<file path="src/rtl/ccc_codec_sched.sv">
// ---------------------------------------------------------------------------
// ccc_codec_sched
//
// Job controller that sequences the ccc_encoder and ccc_decoder for one frame
// at a time. A request names the job type (encode, decode, or encode-then-
// decode). The controller pulses the matching start strobes and waits for
// each stage's done. It then reports one response pulse carrying a status
// code. Each wait is bounded by TIMEOUT_CYCLES. An abort drops the job.
//
// Parameters
//   TIMEOUT_CYCLES  max cycles spent in one WAIT state before timing out
//   CNT_W           width of frame_count
//
// Ports
//   clk          sole clock, rising edge
//   rst          synchronous active-high reset
//   req_valid    frame job request
//   req_mode     01 encode, 10 decode, 11 encode then decode, 00 invalid
//   req_ready    high only in IDLE; request accepted on req_valid && req_ready
//   abort        cancel the in-flight job (ignored in IDLE and RESP)
//   enc_start    one-cycle encoder start pulse
//   enc_done     encoder completion, sampled only in ENC_WAIT
//   dec_start    one-cycle decoder start pulse
//   dec_done     decoder completion, sampled only in DEC_WAIT
//   resp_valid   one-cycle job completion pulse
//   resp_status  00 ok, 01 timeout, 10 bad mode, 11 aborted (with resp_valid)
//   busy         high in every state except IDLE
//   frame_count  number of jobs completed with status 00 (wraps)
// ---------------------------------------------------------------------------
module ccc_codec_sched #(
    parameter int TIMEOUT_CYCLES = 65535,
    parameter int CNT_W          = 16
) (
    input  logic             clk,
    input  logic             rst,
    input  logic             req_valid,
    input  logic [1:0]       req_mode,
    output logic             req_ready,
    input  logic             abort,
    output logic             enc_start,
    input  logic             enc_done,
    output logic             dec_start,
    input  logic             dec_done,
    output logic             resp_valid,
    output logic [1:0]       resp_status,
    output logic             busy,
    output logic [CNT_W-1:0] frame_count
);

    // The timer only has to reach TIMEOUT_CYCLES-1.
    localparam int TMR_W = (TIMEOUT_CYCLES > 1) ? $clog2(TIMEOUT_CYCLES) : 1;
    localparam logic [TMR_W-1:0] TMR_LAST = TMR_W'(TIMEOUT_CYCLES - 1);

    typedef enum logic [2:0] {
        IDLE      = 3'd0,
        ENC_START = 3'd1,
        ENC_WAIT  = 3'd2,
        DEC_START = 3'd3,
        DEC_WAIT  = 3'd4,
        RESP      = 3'd5
    } state_t;

    typedef enum logic [1:0] {
        ST_OK       = 2'b00,
        ST_TIMEOUT  = 2'b01,
        ST_BAD_MODE = 2'b10,
        ST_ABORT    = 2'b11
    } status_t;

    localparam logic [1:0] MODE_ENC     = 2'b01;
    localparam logic [1:0] MODE_DEC     = 2'b10;
    localparam logic [1:0] MODE_ENC_DEC = 2'b11;

    state_t           state_q, state_d;
    status_t          status_q, status_d;
    logic [1:0]       mode_q, mode_d;
    logic [TMR_W-1:0] timer_q, timer_d;
    logic [CNT_W-1:0] frame_count_q;
    logic             in_wait;
    logic             timed_out;

    assign in_wait   = (state_q == ENC_WAIT) || (state_q == DEC_WAIT);
    assign timed_out = (timer_q == TMR_LAST);

    // -----------------------------------------------------------------------
    // Next-state logic
    // -----------------------------------------------------------------------
    always_comb begin
        // NOTE: every signal gets a default before the case so that no path
        // leaves it unassigned, which would otherwise infer a latch.
        state_d  = state_q;
        status_d = status_q;
        mode_d   = mode_q;
        // The timer counts only while waiting. Any other state clears it, so
        // each WAIT state starts from zero.
        timer_d  = in_wait ? timer_q + TMR_W'(1) : '0;

        unique case (state_q)
            IDLE: begin
                if (req_valid) begin
                    mode_d = req_mode;
                    unique case (req_mode)
                        MODE_ENC, MODE_ENC_DEC: state_d = ENC_START;
                        MODE_DEC:               state_d = DEC_START;
                        default: begin
                            state_d  = RESP;
                            status_d = ST_BAD_MODE;
                        end
                    endcase
                end
            end

            ENC_START: begin
                if (abort) begin
                    state_d  = RESP;
                    status_d = ST_ABORT;
                end else begin
                    state_d = ENC_WAIT;
                end
            end

            // The priority order is abort, then done, then timeout.
            ENC_WAIT: begin
                if (abort) begin
                    state_d  = RESP;
                    status_d = ST_ABORT;
                end else if (enc_done) begin
                    if (mode_q == MODE_ENC_DEC) begin
                        state_d = DEC_START;
                    end else begin
                        state_d  = RESP;
                        status_d = ST_OK;
                    end
                end else if (timed_out) begin
                    state_d  = RESP;
                    status_d = ST_TIMEOUT;
                end
            end

            DEC_START: begin
                if (abort) begin
                    state_d  = RESP;
                    status_d = ST_ABORT;
                end else begin
                    state_d = DEC_WAIT;
                end
            end

            DEC_WAIT: begin
                if (abort) begin
                    state_d  = RESP;
                    status_d = ST_ABORT;
                end else if (dec_done) begin
                    state_d  = RESP;
                    status_d = ST_OK;
                end else if (timed_out) begin
                    state_d  = RESP;
                    status_d = ST_TIMEOUT;
                end
            end

            RESP:    state_d = IDLE;

            default: state_d = IDLE;
        endcase
    end

    // -----------------------------------------------------------------------
    // State registers
    // -----------------------------------------------------------------------
    always_ff @(posedge clk) begin
        // NOTE: sequential state uses non-blocking assignments only, so every
        // register samples pre-edge values regardless of statement order.
        if (rst) begin
            state_q       <= IDLE;
            status_q      <= ST_OK;
            mode_q        <= 2'b00;
            timer_q       <= '0;
            frame_count_q <= '0;
        end else begin
            state_q  <= state_d;
            status_q <= status_d;
            mode_q   <= mode_d;
            timer_q  <= timer_d;
            if (state_q == RESP && status_q == ST_OK) begin
                frame_count_q <= frame_count_q + CNT_W'(1);
            end
        end
    end

    // -----------------------------------------------------------------------
    // Outputs
    // -----------------------------------------------------------------------
    // NOTE: the outputs are decoded from state, and rst masks them. The
    // outputs therefore show reset values for the whole time rst is high,
    // including the first cycle before the synchronous reset has taken
    // effect.
    assign req_ready   = !rst && (state_q == IDLE);
    assign busy        = !rst && (state_q != IDLE);
    assign enc_start   = !rst && (state_q == ENC_START) && !abort;
    assign dec_start   = !rst && (state_q == DEC_START) && !abort;
    assign resp_valid  = !rst && (state_q == RESP);
    assign resp_status = resp_valid ? status_q : ST_OK;
    assign frame_count = frame_count_q;

endmodule
</file>
<file path="config.mk">
export PLATFORM = sky130hd
export DESIGN_NAME = ccc_codec_sched
export DESIGN_NICKNAME = d
export VERILOG_FILES = /design/src/rtl/ccc_codec_sched.sv
export SDC_FILE = /design/constraint.sdc
export NUM_CORES = 1
export LEC_CHECK = 0
export BUFFER_PORTS_ARGS = -buffer_cell sky130_fd_sc_hd__clkbuf_2
export CAP_MARGIN = 30
export CORE_UTILIZATION = 45
export DETAILED_ROUTE_END_ITERATION = 8
export MAX_ROUTING_LAYER = met4
export PLACE_DENSITY_LB_ADDON = 0.2
export SYNTH_ARGS = -nofsm -noshare
export SYNTH_HDL_FRONTEND = slang
export SYNTH_SLANG_ARGS = --single-unit
export TNS_END_PERCENT = 1
</file>
<file path="constraint.sdc">
create_clock -name clk -period 5.8 [get_ports clk]
set_clock_uncertainty 0.1 [all_clocks]
set_input_delay 0.58 -clock clk [delete_from_list [all_inputs] [get_ports clk]]
set_output_delay 0.58 -clock clk [all_outputs]
set_load 0.02 [all_outputs]
</file>
## Word level (Yosys, flattened, before mapping)

Cells that the tools add are included.
Widths: inputs -> output; s select.

| cells by class | value |
|---|---|
| add/subtract/negate cells | 2 |
| eq/ne operators | 14 |
| mux-type cells | 22 |
| bitwise operators | 1 |
| reduce and logical (&&, ||, !) cells | 21 |

Operators by type and width:

| operator | number |
|---|---|
| $add 16x1->16 const B | 2 |
| $mux 3 | 8 |
| $mux 2 | 10 |
| $eq 16x16->1 const B | 1 |
| $pmux 3 s5 | 1 |
| $logic_and 1x1->1 | 8 |
| $pmux 2 s4 | 1 |
| $eq 2x2->1 const B | 3 |
| $eq 3x2->1 const B | 2 |
| $eq 3x3->1 const B | 2 |
| $pmux 3 s2 | 1 |
| $reduce_or 2->1 | 3 |
| $reduce_and 5->1 | 1 |
| $ne 2x2->1 const B | 2 |
| $ne 4x4->1 const B | 1 |
| $reduce_bool 4->1 | 1 |
| $eq 3x1->1 const B | 1 |
| $logic_not 3->1 | 1 |
| $reduce_bool 3->1 | 1 |
| $reduce_or 3->1 | 1 |
| $eq 2x1->1 const B | 1 |
| $logic_not 1->1 | 2 |
| $logic_not 2->1 | 1 |
| $ne 2x1->1 const B | 1 |
| 4 further kinds | 4 |

| word-level totals | value |
|---|---|
| flip-flop bits (word level) | 39 |
| bits of input ports | 8 |
| output and inout bits | 23 |
| word-level logic and storage cells | 65 |

## Logic depth before layout (Yosys ltp)

| logic depth | value |
|---|---|
| depth after elaboration | 5 |
| gate-level depth with buffers | 6 |
| mapped depth without buffers | 6 |

## Least setup slack after synthesis

OpenSTA, ideal clock, no wires.

| timing | value |
|---|---|
| path kind | input to output |
| start | input port abort |
| end | output port enc_start |
| arrival time | 1.543 ns |
| required time | 5.120 ns |
| setup slack | 3.577 ns |
| cell stages on the path | 3 |
| buffers on the path | 1 |
| cells stage by stage | clkbuf_1 nand2b_1 nor4_1 |

| on the way | value |
|---|---|
| cells in the longest elaborated chain, start to end | 2 |

Ends and longest elaborated chain:

| what | RTL line | text |
|---|---|---|
| start, declared | 39 | `input logic abort,` |
| $logic_not 1->1 | 200 | `assign enc_start = !rst && (state_q == ENC_START) && !abort;` |
| $logic_and 1x1->1 | 200 |  |
| end, declared | 40 | `output logic enc_start,` |

Every way passes these cells.

## Final worst setup path

| timing | value |
|---|---|
| start | register state_q[1] |
| end | output port resp_status[0] |

| on the way | value |
|---|---|
| cells in the longest elaborated chain, start to end | 3 |

Ends and longest elaborated chain:

| what | RTL line | text |
|---|---|---|
| start, declared | 74 | `state_t state_q, state_d;` |
| start signal, assigned | 181 | `state_q <= state_d;` |
| $eq 3x3->1 | 202 | `assign resp_valid = !rst && (state_q == RESP);` |
| $logic_and 1x1->1 | 202 |  |
| $mux 2 | 203 | `assign resp_status = resp_valid ? status_q : ST_OK;` |
| end, declared | 45 | `output logic [1:0] resp_status,` |

Every way passes these cells.

==> out/metrics.yaml <==
fmax_ghz: 0.434
cap_violations: 0
syn_area_um2: 1990
status: "completed"
syn_inst: 242
async_reset_ff_share_pct: 0
cts_tree: "built"
n_antenna_cell: 0
p_per_area_nw_per_um2: 252
worstMarginPinSlew_ns: 0.593
placed_cell_area_um2: 2150
ys_warn_count: 0
syn_area_per_cell_um2: 8.24
yosysSeqAreaShare_pct: 39.2
cp_max_fo: 19
initial_core_util_pct: 48.4
slowest_delay_ns: 0.68
tns_ns: 0
h-tree-depth: 2
cts.reportedPaths.clkPinSlew_ns: 0.07
cts_resized: 0
core-area_um2: 4120
start_kind: "register"
grt_overflow: 0
detail-route-antenna-nets: 0
fin_crit_sh_pct: 39.7
die_w_um: 68.6
clkLatencyLatePin_ns: 0.28
nNetsFinal: 277
clockBufferDepth: 2
cts_setup_buffers: 0
finalMaxSlewViolations: 0
drt_iter0_markers: 83
root_buffer: "clkbuf_8"
p_leak_nw: 0.813
drive_above_1_share_pct: 15.0
hold_depth: 1
synth-main-ff-cell: "dfxtp_1"
antenna_found_initial: 0
first_global_vias: 1592
routabilityCongestion: 0.790
vias: 1821
holdBufCountCts: 0
period_minus_slack_ns: 2.30
yosysUniqueCellTypes: 44
synth_edf_count: 0
dpl.hpwl_um: 2920
drc_errors: 0
end_kind: "output port"
drt-total-wl_um: 4140
fin_area_um2: 2230
wire_per_inst_um: 13.1
setup_viol: 0
rows: 23
vias_per_cell: 5.74
io_buffers: 30
min_path_type: "register to register"
ys_ff_latch: 39
hold_viol_final: 0
peakVddDrop_mv: 0.118
firstDrtPassIters: 4
grt_pass1_wl_um: 6980
critPathKind: "register to output port"
cts_sinks: 39
synth_nets: 253
reg2regPathDepth: 4
cts-buffers-inserted: 5
cp_cell_sequence: "nand3b_4 > nor2_1 > and2_1 > clkbuf_2"
rsz0062_at_grt: "no"
grt.total_usage_pct: 20.3
arrival_ns: 1.62
slowest_stage: "dfxtp_1"
pin_count: 31
dieArea_um2: 4700
relSlewSlack_pct: 60.4
grt_max_degree: 31
areaGrowthSynthToFinish_pct: 11.9
cp.required_ns: 5.12
die_y_um: 68.6
## cells by family (layout without fill, tap and decap cells)
family	after synthesis	count (layout)	synth area share (%)
buffers and inverters	19	44	4.02
XOR/XNOR	19	19	8.35
AO/OA/AOI/OAI	48	48	14.9
flip-flops	39	39	39.2
adder cells (fa/ha/maj)	4	4	2.39
AND/OR/NAND/NOR	113	113	31.1
## sequential cells by signal, indices dropped and copies added (netlist names)
register     flops
state_q          3
mode_q           2
frame_count     16
status_q         2
timer_q         16
## synth_stat cells (6+ instances only)
| cell | count | share of area, % |
|---|---|---|
| nor2_1 | 30 | 5.6 |
| nand3_1 | 16 | 4.0 |
| or3_1 | 10 | 3.1 |
| nand4_1 | 11 | 3.5 |
| clkbuf_1 | 10 | 1.9 |
| nand2_1 | 13 | 2.4 |
| xor2_1 | 14 | 6.2 |
| inv_1 | 6 | 1.1 |
| dfxtp_1 | 39 | 39 |
| a21oi_1 | 19 | 4.8 |
| o21ai_0 | 9 | 2.3 |
## worst paths after layout
kind	to	slack, ns	start
max	resp_status[0]	3.50	state_q[1]
min	timer_q[0]	0.36	timer_q[0]
max reg2reg	frame_count[15]	3.59	state_q[0]
min reg2reg	timer_q[0]	0.36	timer_q[0]
## routing by layer
| metal | track usage, % | share of wire [%] |
|---|---|---|
| met1 | 27.2 | 49 |
| met4 | 6.51 | 0.65 |
| met5 | - | 0 |
| met2 | 29.5 | 45 |
| met3 | 5.26 | 5.1 |
## report_power, final
| group | switching (W) | total [W] | internal (W) |
|---|---|---|---|
| combinational | 0.0000505 | 0.0000858 | 0.0000353 |
| clock | 0.0000904 | 0.000175 | 0.0000844 |
| sequential | 0.0000243 | 0.000302 | 0.000278 |
## layout by cell type (no fill, tap or decap), types with 3 or more instances in the layout
master	n
and4_1	3
xor2_1	14
nand3_1	16
clkbuf_2	30
o21ai_0	9
nor2_1	30
inv_1	6
nand2_1	13
a21oi_1	19
or3_1	10
clkbuf_8	5
nand2b_1	3
nor4_1	4
and3_1	4
or4_1	5
dfxtp_1	39
ha_1	3
and2_1	3
o31ai_1	5
xnor2_1	5
nand4_1	11
## per-stage QoR
| stage | power [W] | setup slack [ns] | hold slack (ns) | utilization, % | cells |
|---|---|---|---|---|---|
| floorplan | 0.000372 | 3.58 | 0.325 | - | 242 |
| global placement | 0.000393 | 3.62 | 0.337 | 52.2 | 309 |
| detailed placement | 0.000393 | 3.60 | 0.350 | 52.2 | 309 |
| CTS | 0.000571 | 3.47 | 0.367 | 54.2 | 317 |
| global route | 0.000596 | 3.33 | 0.412 | 54.2 | 317 |
| finish | 0.000563 | 3.50 | 0.360 | 54.2 | 317 |
## final cells by class
cell class	instances	area (um2)
Clock buffer	7	76.3
Clock inverter	1	5.00
Fill cell	409	1890
Inverter	6	22.5
Multi-Input combinational cell	184	1130
Sequential cell	39	781
Tap cell	50	62.6
Timing Repair Buffer	30	150
## worst max-delay path, delay by kind of cell (launching register included)
kind / cells / cell delay (ns)
AND/OR/NAND/NOR: 3 / 0.51
flip-flops: 1 / 0.68
buffers and inverters: 1 / 0.15
No activity file was read; power rests on OpenSTA's default activity.
